**src/rtl/hilo_mac_if.sv**
```systemverilog
// Bundle of decoder, multiplier and HI/LO-visible signals around the hilo_mac controller.
interface hilo_mac_if #(
  parameter int unsigned DATA_W = 32
);
  // Decoder side
  logic                  op_valid;
  logic [2:0]            op;
  logic [DATA_W-1:0]     src_a;
  logic [DATA_W-1:0]     src_b;
  logic                  flush;
  logic                  mthi_en;
  logic                  mtlo_en;
  logic [DATA_W-1:0]     wdata;
  // Multiplier side
  logic                  mul_start;
  logic                  mul_cancel;
  logic                  mul_signed;
  logic [DATA_W-1:0]     mul_a;
  logic [DATA_W-1:0]     mul_b;
  logic [2*DATA_W-1:0]   mul_result;
  logic                  mul_ready;
  // Pipeline / architectural state
  logic                  stall_req;
  logic [DATA_W-1:0]     gpr_result;
  logic                  gpr_valid;
  logic [DATA_W-1:0]     hi;
  logic [DATA_W-1:0]     lo;

  modport slave (
    input  op_valid, op, src_a, src_b, flush, mthi_en, mtlo_en, wdata,
    input  mul_result, mul_ready,
    output mul_start, mul_cancel, mul_signed, mul_a, mul_b,
    output stall_req, gpr_result, gpr_valid, hi, lo
  );

  modport master (
    output op_valid, op, src_a, src_b, flush, mthi_en, mtlo_en, wdata,
    output mul_result, mul_ready,
    input  mul_start, mul_cancel, mul_signed, mul_a, mul_b,
    input  stall_req, gpr_result, gpr_valid, hi, lo
  );
endinterface

```
**src/rtl/hilo_mac.sv**
```systemverilog
// Execute-stage multiply controller: issues ops to the external multiplier, owns HI/LO,
// performs MADD/MSUB accumulation and stalls the pipeline while an op is in flight.
module hilo_mac #(
  parameter int unsigned DATA_W = 32
) (
  input logic       clk,
  input logic       rst,
  hilo_mac_if.slave bus
);

  localparam logic [2:0] OpNone  = 3'b000;
  localparam logic [2:0] OpMult  = 3'b001;
  localparam logic [2:0] OpMultu = 3'b010;
  localparam logic [2:0] OpMadd  = 3'b011;
  localparam logic [2:0] OpMaddu = 3'b100;
  localparam logic [2:0] OpMsub  = 3'b101;
  localparam logic [2:0] OpMsubu = 3'b110;
  localparam logic [2:0] OpMul   = 3'b111;

  typedef enum logic [1:0] {StIdle, StIssue, StWait, StAcc} state_e;

  state_e                state_q;
  logic [2:0]            op_q;
  logic [DATA_W-1:0]     a_q;
  logic [DATA_W-1:0]     b_q;
  logic [DATA_W-1:0]     hi_q;
  logic [DATA_W-1:0]     lo_q;
  logic [2*DATA_W-1:0]   prod_q;

  logic                  accept;
  logic                  is_acc_op;
  logic                  is_add_op;
  logic                  stall;
  logic                  start;
  logic                  cancel;
  logic                  gpr_valid;
  logic [2*DATA_W-1:0]   hilo_sum;
  logic [2*DATA_W-1:0]   hilo_diff;

  // Decode accept, handshake outputs and accumulate results from the current state.
  always_comb begin
    accept    = (state_q == StIdle) && bus.op_valid && (bus.op != OpNone) && !bus.flush;
    is_acc_op = (op_q == OpMadd) || (op_q == OpMaddu) || (op_q == OpMsub) || (op_q == OpMsubu);
    is_add_op = (op_q == OpMadd) || (op_q == OpMaddu);
    hilo_sum  = {hi_q, lo_q} + prod_q;
    hilo_diff = {hi_q, lo_q} - prod_q;
    stall     = 1'b0;
    start     = 1'b0;
    cancel    = 1'b0;
    gpr_valid = 1'b0;
    unique case (state_q)
      StIdle:  stall = accept;
      StIssue: begin
        cancel = bus.flush;
        start  = !bus.flush;
        stall  = !bus.flush;
      end
      StWait: begin
        cancel    = bus.flush;
        // Accumulating ops keep the pipe held for the extra ACC cycle.
        stall     = !bus.flush && (!bus.mul_ready || is_acc_op);
        gpr_valid = !bus.flush && bus.mul_ready && (op_q == OpMul);
      end
      StAcc:   cancel = bus.flush;
      default: ;
    endcase
  end

  assign bus.stall_req  = stall;
  assign bus.mul_start  = start;
  assign bus.mul_cancel = cancel;
  assign bus.gpr_valid  = gpr_valid;
  assign bus.gpr_result = gpr_valid ? bus.mul_result[DATA_W-1:0] : '0;
  assign bus.mul_signed = (op_q == OpMult) || (op_q == OpMadd) || (op_q == OpMsub) ||
                          (op_q == OpMul);
  assign bus.mul_a      = a_q;
  assign bus.mul_b      = b_q;
  assign bus.hi         = hi_q;
  assign bus.lo         = lo_q;

  // FSM plus HI/LO, latched op/operands and product register.
  always_ff @(posedge clk) begin
    if (rst) begin
      state_q <= StIdle;
      op_q    <= OpNone;
      a_q     <= '0;
      b_q     <= '0;
      hi_q    <= '0;
      lo_q    <= '0;
      prod_q  <= '0;
    end else begin
      unique case (state_q)
        StIdle: begin
          if (accept) begin
            op_q    <= bus.op;
            a_q     <= bus.src_a;
            b_q     <= bus.src_b;
            state_q <= StIssue;
          end else if (!bus.flush) begin
            if (bus.mthi_en) hi_q <= bus.wdata;
            if (bus.mtlo_en) lo_q <= bus.wdata;
          end
        end
        StIssue: state_q <= bus.flush ? StIdle : StWait;
        StWait: begin
          if (bus.flush) begin
            state_q <= StIdle;
          end else if (bus.mul_ready) begin
            if (is_acc_op) begin
              prod_q  <= bus.mul_result;
              state_q <= StAcc;
            end else begin
              if (op_q != OpMul) {hi_q, lo_q} <= bus.mul_result;
              state_q <= StIdle;
            end
          end
        end
        StAcc: begin
          state_q <= StIdle;
          if (!bus.flush) {hi_q, lo_q} <= is_add_op ? hilo_sum : hilo_diff;
        end
        default: state_q <= StIdle;
      endcase
    end
  end

endmodule

```
**src/flat_wrapper.sv**
```systemverilog
// flat-port wrapper written by rule: the top's interface ports become plain ports
module hilo_mac_flat 
#(
  parameter int unsigned DATA_W = 32
)
  (clk, rst, bus_op_valid, bus_op, bus_src_a, bus_src_b, bus_flush, bus_mthi_en, bus_mtlo_en, bus_wdata, bus_mul_result, bus_mul_ready, bus_mul_start, bus_mul_cancel, bus_mul_signed, bus_mul_a, bus_mul_b, bus_stall_req, bus_gpr_result, bus_gpr_valid, bus_hi, bus_lo);
  hilo_mac_if #(.DATA_W(DATA_W)) bus_i ();
  input logic clk;
  input logic rst;
  input wire logic [$bits(bus_i.op_valid)-1:0] bus_op_valid;
  input wire logic [$bits(bus_i.op)-1:0] bus_op;
  input wire logic [$bits(bus_i.src_a)-1:0] bus_src_a;
  input wire logic [$bits(bus_i.src_b)-1:0] bus_src_b;
  input wire logic [$bits(bus_i.flush)-1:0] bus_flush;
  input wire logic [$bits(bus_i.mthi_en)-1:0] bus_mthi_en;
  input wire logic [$bits(bus_i.mtlo_en)-1:0] bus_mtlo_en;
  input wire logic [$bits(bus_i.wdata)-1:0] bus_wdata;
  input wire logic [$bits(bus_i.mul_result)-1:0] bus_mul_result;
  input wire logic [$bits(bus_i.mul_ready)-1:0] bus_mul_ready;
  output wire logic [$bits(bus_i.mul_start)-1:0] bus_mul_start;
  output wire logic [$bits(bus_i.mul_cancel)-1:0] bus_mul_cancel;
  output wire logic [$bits(bus_i.mul_signed)-1:0] bus_mul_signed;
  output wire logic [$bits(bus_i.mul_a)-1:0] bus_mul_a;
  output wire logic [$bits(bus_i.mul_b)-1:0] bus_mul_b;
  output wire logic [$bits(bus_i.stall_req)-1:0] bus_stall_req;
  output wire logic [$bits(bus_i.gpr_result)-1:0] bus_gpr_result;
  output wire logic [$bits(bus_i.gpr_valid)-1:0] bus_gpr_valid;
  output wire logic [$bits(bus_i.hi)-1:0] bus_hi;
  output wire logic [$bits(bus_i.lo)-1:0] bus_lo;
  assign bus_i.op_valid = bus_op_valid;
  assign bus_i.op = bus_op;
  assign bus_i.src_a = bus_src_a;
  assign bus_i.src_b = bus_src_b;
  assign bus_i.flush = bus_flush;
  assign bus_i.mthi_en = bus_mthi_en;
  assign bus_i.mtlo_en = bus_mtlo_en;
  assign bus_i.wdata = bus_wdata;
  assign bus_i.mul_result = bus_mul_result;
  assign bus_i.mul_ready = bus_mul_ready;
  assign bus_mul_start = bus_i.mul_start;
  assign bus_mul_cancel = bus_i.mul_cancel;
  assign bus_mul_signed = bus_i.mul_signed;
  assign bus_mul_a = bus_i.mul_a;
  assign bus_mul_b = bus_i.mul_b;
  assign bus_stall_req = bus_i.stall_req;
  assign bus_gpr_result = bus_i.gpr_result;
  assign bus_gpr_valid = bus_i.gpr_valid;
  assign bus_hi = bus_i.hi;
  assign bus_lo = bus_i.lo;
  hilo_mac #(.DATA_W(DATA_W)) u_core (.clk(clk), .rst(rst), .bus(bus_i));
endmodule
```
**config.mk**
```make
export PLATFORM = sky130hd
export DESIGN_NAME = hilo_mac_flat
export DESIGN_NICKNAME = d
export VERILOG_FILES = /design/src/rtl/hilo_mac_if.sv /design/src/rtl/hilo_mac.sv /design/src/flat_wrapper.sv
export SDC_FILE = /design/constraint.sdc
export NUM_CORES = 1
export LEC_CHECK = 0
export CAP_MARGIN = 0
export CELL_PAD_IN_SITES_DETAIL_PLACEMENT = 0
export CELL_PAD_IN_SITES_GLOBAL_PLACEMENT = 2
export CORE_MARGIN = 1
export CORE_UTILIZATION = 30
export CTS_CLUSTER_DIAMETER = 150
export DETAILED_ROUTE_END_ITERATION = 12
export DONT_BUFFER_PORTS = 1
export PLACE_DENSITY_LB_ADDON = 0.1
export SLEW_MARGIN = 20
export SYNTH_ARGS = -nofsm -noshare
export SYNTH_HDL_FRONTEND = slang
export SYNTH_SLANG_ARGS = --single-unit
```
**constraint.sdc**
```tcl
create_clock -name clk -period 5.5 [get_ports clk]
set_input_delay 1.1 -clock clk [delete_from_list [all_inputs] [get_ports clk]]
set_output_delay 1.1 -clock clk [all_outputs]
set_load 0.02 [all_outputs]
```
# Word-level counts from Yosys, hierarchy flattened
# Cells that the tools add are included.
[word_totals]
reg_bits = 197
output_inout_bits = 165
elab_cells = 85
input_bits = 170
[classes]
bitwise = 1
addsub = 2
n_eq_ne = 21
mux = 30
n_reduce_logical = 24
[op_table]
columns = ["operator", "n"]
rows = [
  ["32-bit two-way mux", 17],
  ["32-bit one-hot mux with 3 select lines", 2],
  ["64-bit adder", 1],
  ["64-bit two-way mux", 1],
  ["64-bit subtractor", 1],
  ["9-bit AND reduction", 2],
  ["2-bit != test, second input constant", 8],
  ["3-bit == test, second input constant", 4],
  ["2-bit two-way mux", 5],
  ["2-bit one-hot mux with 4 select lines", 1],
  ["1-bit logical OR", 7],
  ["1-bit logical AND", 6],
  ["3-bit != test, second input constant", 2],
  ["3-bit nonzero test", 2],
  ["2-bit == test, second input constant", 2],
  ["2-bit by 1-bit != test with 1-bit output, second input constant", 2],
  ["2-bit AND reduction", 2],
  ["4-bit AND reduction", 1],
  ["3-bit by 1-bit == test with 1-bit output, second input constant", 1],
  ["3-bit by 2-bit == test with 1-bit output, second input constant", 1],
  ["1-bit two-way mux", 3],
  ["1-bit one-hot mux with 3 select lines", 1],
  ["3-bit OR reduction", 1],
  ["2-bit by 1-bit == test with 1-bit output, second input constant", 1],
  ["3 further kinds", 4],
]

# Longest topological paths before layout
# Gate-level depths: netlist of run 1.
[logic_depth]
depth_word = 8
depth_mapped = 21
mapped_depth_nobuf = 21

# Worst setup path after synthesis of run 1
# OpenSTA, ideal clock, no wires.
[synth_timing]
path_kind = "register to register"
from = "register u_core.prod_q[10]"
to = "register u_core.hi_q[31], in the netlist u_core.bus.hi[31]"
t_required_ps = 5437
n_path_buf = 1
stages_incl_launch_ff = 20
t_arrival_ps = 4338
slack_ps = 1099
synth_period_minus_slack_ps = 4401
setup_ps = 63
cell_sequence = "dfxtp_1 > or4_4 > nor4_4 > nor4b_4 > nand3_2 > nor4_2 > a21oi_1 > xor2_1 > ha_1 > clkbuf_1 > a21oi_1 > nand2_1 > nor2_1 > o21ai_0 > a22oi_1 > a31oi_1 > a211o_1 > a221oi_2 > mux2_4 > nor2_2"
[synth_between]
elab_chain_len = 4
elab_cells_between_ends = 5
cone_classes = "add/sub (2); mux (3)"
[synth_rtl]
columns = ["element", "line", "rtl"]
rows = [
  ["start, declared", "hilo_mac.sv:28", "logic [2*DATA_W-1:0] prod_q;"],
  ["start signal, assigned", "hilo_mac.sv:110", "prod_q <= bus.mul_result;"],
  ["64-bit subtractor or 64-bit adder (tied branches)", "hilo_mac.sv:46, hilo_mac.sv:45", ""],
  ["64-bit two-way mux *", "hilo_mac.sv:120", "if (!bus.flush) {hi_q, lo_q} <= is_add_op ? hilo_sum : hilo_diff;"],
  ["32-bit two-way mux *", "hilo_mac.sv:120", ""],
  ["32-bit one-hot mux with 3 select lines *", "hilo_mac.sv:92", "unique case (state_q)"],
  ["end signal, assigned", "hilo_mac.sv:100", "if (bus.mthi_en) hi_q <= bus.wdata;"],
  ["end signal, assigned", "hilo_mac.sv:113", "if (op_q != OpMul) {hi_q, lo_q} <= bus.mul_result;"],
  ["end signal, assigned", "hilo_mac.sv:120", ""],
  ["end, declared", "hilo_mac.sv:26", "logic [DATA_W-1:0] hi_q;"],
]
# Mark *: on every way between the ends. The rest lies on a longest branch, timed or not. The select of a mux whose other input is x is not followed.
# A chain may end at the register's enable or synchronous reset.

# Final worst setup path of run 1
[layout_timing]
from = "register u_core.prod_q[10]"
to = "register u_core.hi_q[24], in the netlist u_core.bus.hi[24]"
# The elaborated chain is that of the path after synthesis.

==> impl_metrics.ini, run 1 <==
[drt]
wl_met3_mm = 4.127
top_layer = met5
routed_wl_mm = 58.88
m1WireLength_mm = 27.10
wl_per_cell_um = 24.47
first_pass_iters = 5
via_count = 13150
ant_nets = 0
viasPerCell = 5.464
drcViolationCount = 0
wl_met2_mm = 26.25
drtIter0Drc = 978

[setup_path]
path_cells = or4_4 -> nor4_4 -> nor4b_4 -> buf_4 -> nand2_1 -> o41ai_1 -> xnor2_1 -> ha_1 -> a21o_1 -> o21bai_1 -> nor3_1 -> o21ai_0 -> o2111ai_1 -> buf_4 -> a31oi_1 -> a211oi_1 -> buf_4 -> o21bai_1 -> xnor2_1 -> o41ai_1
crit_start = u_core.prod_q[10]
cp-start-kind = flop
critPathMaxStageDelay_ns = 0.59
r2r_start = u_core.prod_q[10]
critical-path-slowest-cell = or4_4
cp_max_fo = 6
endpoint_kind = flop
crit_top_cell = buf_4
cp_data_arrival_time_ns = 5.47
cp.required_ns = 5.90
critPathKind = reg2reg

[sta]
skew_ns = 0.02097
slew_headroom = 0.3117
setup_viol = 0
fin_crit_ns = 5.063
rsz0062_at_grt = no
fmax_ghz = 0.1975
final-hold-violation-count = 0
worst_slew_pin_slew_ns = 1.029
finalSetupTns_ns = 0
min_period_over_period = 0.9205
drv_slew = 0

[final_layout]
nets = 2050
drive_above_1_share = 0.05629
fill_cells = 4887
regArea_sq_um = 3951
syn2layout_area_growth_pct = 9.311
multiInputGateArea_sq_um = 9107

[pwr]
irDropWorstVdd_mv = 0.1464
comb_power_share = 0.113
power_density_nw_per_um2 = 224.2
internal_power_uw = 2230
p_leak_uw = 0.006076
p_sw_frac = 0.3283
switchingPower_uw = 1090
p_seq_frac = 0.483
total_power_uw = 3320
pwr-share-clk = 0.405

[placement]
dp_hpwl_mm = 45.38
gp_congestion = 0.8826
portBuffers = 0

[synthesis]
synthTopCellsByArea = dfxtp_1, nand2_1, a21oi_1, ha_1, nor2_1
synth_fp_nets = 2106
ys.flop_type = dfxtp_1
synth-seq-cells = 197
synth_edf_count = 0
synth-async-reset-ratio = 0
netlist_area_sq_um = 13540
yosysWarningCount = 0
yosys.area.top_type = dfxtp_1
syn_area_per_cell_sq_um = 7.301
synth_top_cell_area_share = 0.2912
ys_types = 76
yosysSeqAreaShare = 0.2912
syn_inst = 1855

[clock_network]
clockBufferDepth = 2
clock_latency_ns = 0.52
cts.repair.resized = 0
cts_buffers = 17
cts_root_buf = clkbuf_16
path_clk_slew_ns = 0.09
postCtsSetupBuffers = 0
cts_tree = yes
cts_num_sinks = 197
htreeDepth = 4
ctsHoldBuffers = 0

[die]
die_area_sq_um = 46000
die_w_um = 214.5
fp.coreArea_sq_um = 44410
io_pins = 335
start_util = 0.3050
die_y_um = 214.5
rows = 77

[grt]
grt_pass1_wl_mm = 86.08
grt_overflow_total = 0
track_usage = 0.2539
antenna_found_initial = 7
grt_pass1_vias = 12700
grt_max_degree = 196

[worst_hold_path]
hold_start = u_core.prod_q[63]
hp-class = reg2reg

[job]
max-cap-violations = 0

[status]
status = complete, no violations
==> registers in the layout, summed over array words and instances, names as in the netlist <==
signal,count
u_core.bus.mul_a,32
u_core.bus.hi,32
u_core.op_q,3
u_core.bus.mul_b,32
u_core.state_q,2
u_core.prod_q,64
u_core.bus.lo,32
==> path summary, 6_finish.rpt <==
check        slack [ns]                end  cells past startpoint
max                0.44  u_core.bus.hi[24]                     20
max reg2reg        0.44  u_core.bus.hi[24]                     20
min                0.48  u_core.prod_q[63]                      2
min reg2reg        0.48  u_core.prod_q[63]                      2
==> cell usage after synthesis (3+ instances only) <==
library cell	instances
nand2_1	370
a21oi_1	273
dfxtp_1	197
nor2_1	169
clkbuf_1	105
ha_1	80
o21ai_0	79
xnor2_1	66
xor2_1	50
a21o_1	44
a211oi_1	39
and2_1	36
inv_1	36
mux2i_1	27
nor3_1	26
o21bai_1	19
nand4_1	17
nor2b_1	16
a211o_1	15
a31oi_1	14
nand3_1	12
o31ai_1	12
o21a_1	9
or4_1	9
and3_1	8
nand2b_1	8
o221ai_1	8
nor4_1	7
o22ai_1	7
o41ai_1	7
a22oi_1	6
a2111oi_0	5
o21ai_1	5
or3_1	5
and4_1	4
o2111ai_1	4
o211ai_1	4
o31a_1	4
a21boi_0	3
a221o_1	3
a41o_1	3
buf_1	3
nand3b_1	3
==> cell families (layout without fill, tap and decap cells) <==
logic type               after synthesis  after routing  share of synthesized area
buffers and inverters                145            102                    0.04028
XOR/XNOR                             117            117                    0.07621
flip-flops                           197            197                     0.2912
AO/OA/AOI/OAI                        578            578                     0.2632
multiplexers                          28             28                    0.02106
AND/OR/NAND/NOR                      709            709                     0.2327
other                                  0              2                          0
adder cells (fa/ha/maj)               81             81                    0.07538
==> worst max-delay path: cells and delay by family, from the launching register on <==
kind,cells,cell delay (ns)
and+or+nand+nor,5,1.38
AOI/OAI and AO/OA,9,1.96
buffers and inverters,3,0.57
DFF,1,0.37
xor gates and xnor gates,2,0.33
adders and majority gates,1,0.33
==> power by group through the flow <==
stage / sequential, uW / clock (uW) / combinational (uW)
after detailed placement: 1640 / 0 / 375
after global routing: 1610 / 1430 / 415
after floorplan: 1600 / 0 / 288
after CTS: 1600 / 1390 / 376
final: 1600 / 1340 / 374
after global placement: 1640 / 0 / 373
==> placed cells by master (no fill, tap or decap), types with 19 or more instances in the layout <==
cell      count
o21bai_1     19
a21oi_1     273
and2_1       35
nor2_1      168
buf_4        34
nand2_1     369
o21ai_0      78
ha_1         80
inv_1        36
dfxtp_1     195
nor3_1       26
xnor2_1      66
xor2_1       50
a21o_1       44
a211oi_1     38
mux2i_1      27
==> layout make-up <==
| type | instances | share of cell area |
|---|---|---|
| multi-input combinational | 1513 | 0.6151 |
| sequential | 197 | 0.2669 |
| tap | 592 | 0.05003 |
| clock buffer | 18 | 0.02966 |
| timing repair buffer | 34 | 0.01724 |
| clock inverter | 14 | 0.01158 |
| inverter | 36 | 0.009127 |
| antenna | 2 | 0.0003380 |
==> stage by stage <==
stage | utilization | hold slack [ns] | setup WS, ns | cell area, sq um | instances
6_report | 0.3334 | 0.4753 | 0.4370 | 14810 | 2406
4_1_cts | 0.3330 | 0.4717 | 0.3884 | 14790 | 2404
3_5_place_dp | 0.3193 | 0.4586 | 0.4303 | 14180 | 2372
3_3_place_gp | 0.3192 | 0.4552 | 0.4920 | 14180 | 2372
5_1_grt | 0.3333 | 0.5131 | 0.02134 | 14800 | 2405
2_1_floorplan | - | 0.4488 | 1.099 | 13540 | 1855
==> metal layers <==
metal / vias up / track usage
met4: 6 / 0.09714
met1: 6302 / 0.3304
met2: 375 / 0.3970
li1: 6405 / -
met3: 58 / 0.07021
met5: - / 0
Power figures use the tool's default switching activity.
==> run 2: changes to the inputs <==
--- a/config.mk
+++ b/config.mk
@@ -5,6 +5,7 @@
 export SDC_FILE = /design/constraint.sdc
 export NUM_CORES = 1
 export LEC_CHECK = 0
+export ABC_AREA = 1
 export CAP_MARGIN = 0
 export CELL_PAD_IN_SITES_DETAIL_PLACEMENT = 0
 export CELL_PAD_IN_SITES_GLOBAL_PLACEMENT = 2
@@ -13,6 +14,7 @@
 export CTS_CLUSTER_DIAMETER = 150
 export DETAILED_ROUTE_END_ITERATION = 12
 export DONT_BUFFER_PORTS = 1
+export MAX_ROUTING_LAYER = met4
 export PLACE_DENSITY_LB_ADDON = 0.1
 export SLEW_MARGIN = 20
 export SYNTH_ARGS = -nofsm -noshare
==> constraint.sdc (replaced) <==
create_clock -name clk -period 5.5 [get_ports clk]
set_input_delay 0.275 -clock clk [delete_from_list [all_inputs] [get_ports clk]]
set_output_delay 0.275 -clock clk [all_outputs]
set_load 0.02 [all_outputs]
==> run 2 against run 1 <==
Effect of this change: count of clock-buffer cells in the layout decreased by 1; sequential share of layout area decreased by 5.1 points; sequential cell count unchanged; worst setup slack improved by 0.54 ns; critical endpoint is now u_core.bus.hi[30].
==> impl_metrics.ini, run 2 <==
[drt]
m1WireLength_mm = 38.83
first_pass_iters = 6
top_layer = met4
wl_met2_mm = 37.93
viasPerCell = 5.060
ant_nets = 0
drcViolationCount = 0
wl_per_cell_um = 23.83
drtIter0Drc = 1518
routed_wl_mm = 84.15
wl_met3_mm = 4.834
via_count = 17870

[final_layout]
final_util = 0.3546
top_register = u_core.prod_q
nets = 3086
largest_reg_flops = 64
mostFrequentLayoutCells = nand2_1, nor2_1, inv_1
syn2layout_area_growth_pct = 16.05
drive_above_1_share = 0.02985
stdcell_area_sq_um = 18300
layout_commonest_cell = nand2_1

[job]
max-cap-violations = 0

[placement]
gp_congestion = 0.9991
placed_area_sq_um = 16380
place_ws_ns = 0.9374
dp_hpwl_mm = 68.97
portBuffers = 0

[worst_hold_path]
hold_path_depth = 2
hp-class = in2reg

[clock_network]
path_clk_slew_ns = 0.10
clockBufferDepth = 2
cts_buffers = 17
cts_num_sinks = 197
htreeDepth = 4
cts_tree = yes
cts_root_buf = clkbuf_16
cts.repair.resized = 0
ctsHoldBuffers = 129
clock_latency_ns = 0.52
postCtsSetupBuffers = 0

[sta]
slew_headroom = 0.3338
fin_crit_ns = 4.519
rsz0062_at_grt = no
skew_ns = 0.02052
worst_slack_ns = 0.9808
drv_slew = 0
fmax_ghz = 0.2213
worst_slew_pin_slew_ns = 0.9968
setup_viol = 0
finalSetupTns_ns = 0
min_period_over_period = 0.8217
final-hold-violation-count = 0

[synthesis]
synth_edf_count = 0
yosysSeqAreaShare = 0.2501
syn_area_per_cell_sq_um = 5.718
ys_top_cells_by_count = nand2_1, nor2_1, inv_1
ys_types = 43
yosysWarningCount = 0
ys.flop_type = dfxtp_1
syn_inst = 2758
yosys.cell_count.top_type = nand2_1
synthTopCellsByArea = dfxtp_1, nand2_1, nor2_1, inv_1, o21ai_0
synth-seq-cells = 197
synth_fp_nets = 3009
synth-async-reset-ratio = 0
synth_top_cell_area_share = 0.2501
netlist_area_sq_um = 15770
yosys.area.top_type = dfxtp_1

[setup_path]
cp.required_ns = 5.90
endpoint_kind = flop
reg2reg_depth = 27
cp_data_arrival_time_ns = 4.92
critPathKind = reg2reg
cp_max_fo = 5
cp-start-kind = flop

[status]
status = complete, no violations

[grt]
grt_max_degree = 76
grt_pass1_wl_mm = 118.7
grt_overflow_total = 0
track_usage = 0.3209
antenna_found_initial = 4
grt_pass1_vias = 17020

[die]
fp.coreArea_sq_um = 51610
die_y_um = 231.3
rows = 83
start_util = 0.3055
die_area_sq_um = 53490
die_w_um = 231.3
io_pins = 335

[pwr]
p_leak_uw = 0.009709
power_density_nw_per_um2 = 219.6
irDropWorstVdd_mv = 0.2475
[run 2: cell types whose count changed in the layout (fill, tap and decap cells not counted), sizes merged, moves of 34 or more]
cell	before	now
a21oi	274	171
dlygate4sd3	0	129
nand3	13	117
nor2	170	447
and2	36	2
a21o	44	0
nand2	370	770
inv	42	445
xnor2	67	19
o21ai	84	251
[run 2: final cells by class]
class,count,area (sq um)
fill,5853,33310
multi-input combinational,2037,9829
sequential,197,3944
inverter,439,1650
timing repair buffer,143,1396
tap,680,850.8
clock buffer,17,425.4
clock inverter,15,197.7
antenna,3,7.507
[run 2: final timing paths]
path                      startpoint                 to  slack [ns]
hold reg to reg       u_core.op_q[1]     u_core.op_q[1]        0.49
setup / recovery    u_core.prod_q[1]  u_core.bus.hi[30]        0.98
hold / removal    bus_mul_result[55]  u_core.prod_q[55]        0.03
setup reg to reg    u_core.prod_q[1]  u_core.bus.hi[30]        0.98
[run 2: through the flow]
stage	hold slack (ns)	cells	total power (uW)
3_3_place_gp	0.3469	3367	2550
3_5_place_dp	0.3486	3367	2552
2_1_floorplan	0.3441	2758	2224
4_1_cts	0.001643	3528	4041
5_1_grt	0.01269	3531	4187
6_report	0.02601	3531	4018
[run 2: cells by family (layout without fill, tap and decap cells)]
logic type                 Yosys count  count (layout)  share of synthesized area
AOI/OAI and AO/OA                  471             471                     0.1596
xor gates and xnor gates            64              64                    0.03554
adders and majority gates           81              81                    0.06474
buffers and inverters              524             614                     0.1276
DFF                                197             197                     0.2501
other                                0               3                          0
and+or+nand+nor                   1421            1421                     0.3625
[run 2: critical path: stages, from the launching register on]
cell     delay, ns
dfxtp_1       0.31
inv_1         0.09
ha_1          0.15
inv_1         0.05
nor3_1        0.35
nand2_2       0.14
inv_1         0.09
nand2_1       0.09
nor2_1        0.10
nand2_1       0.09
nor2_1        0.19
nand2_1       0.13
nand2_1       0.10
xor2_1        0.43
ha_1          0.27
nand2_1       0.15
nor2_1        0.17
inv_1         0.11
nor2_1        0.34
inv_1         0.09
nor2_1        0.09
nand2_1       0.06
nand2_1       0.37
nand2_1       0.13
nand2_1       0.08
nand2_1       0.04
nand3_1       0.11
a21oi_1       0.07
[run 2: layer usage]
metal,track usage,up-vias
met5,-,-
met3,0.05007,77
met2,0.4978,606
li1,-,8832
met1,0.4225,8352
met4,0.1064,0
[run 2: power breakdown]
part / switching [uW] / total, uW / internal [uW]
Combinational: 574 / 856 / 282
Sequential: 233 / 1750 / 1520
Clock: 782 / 1410 / 627
Total: 1590 / 4020 / 2430
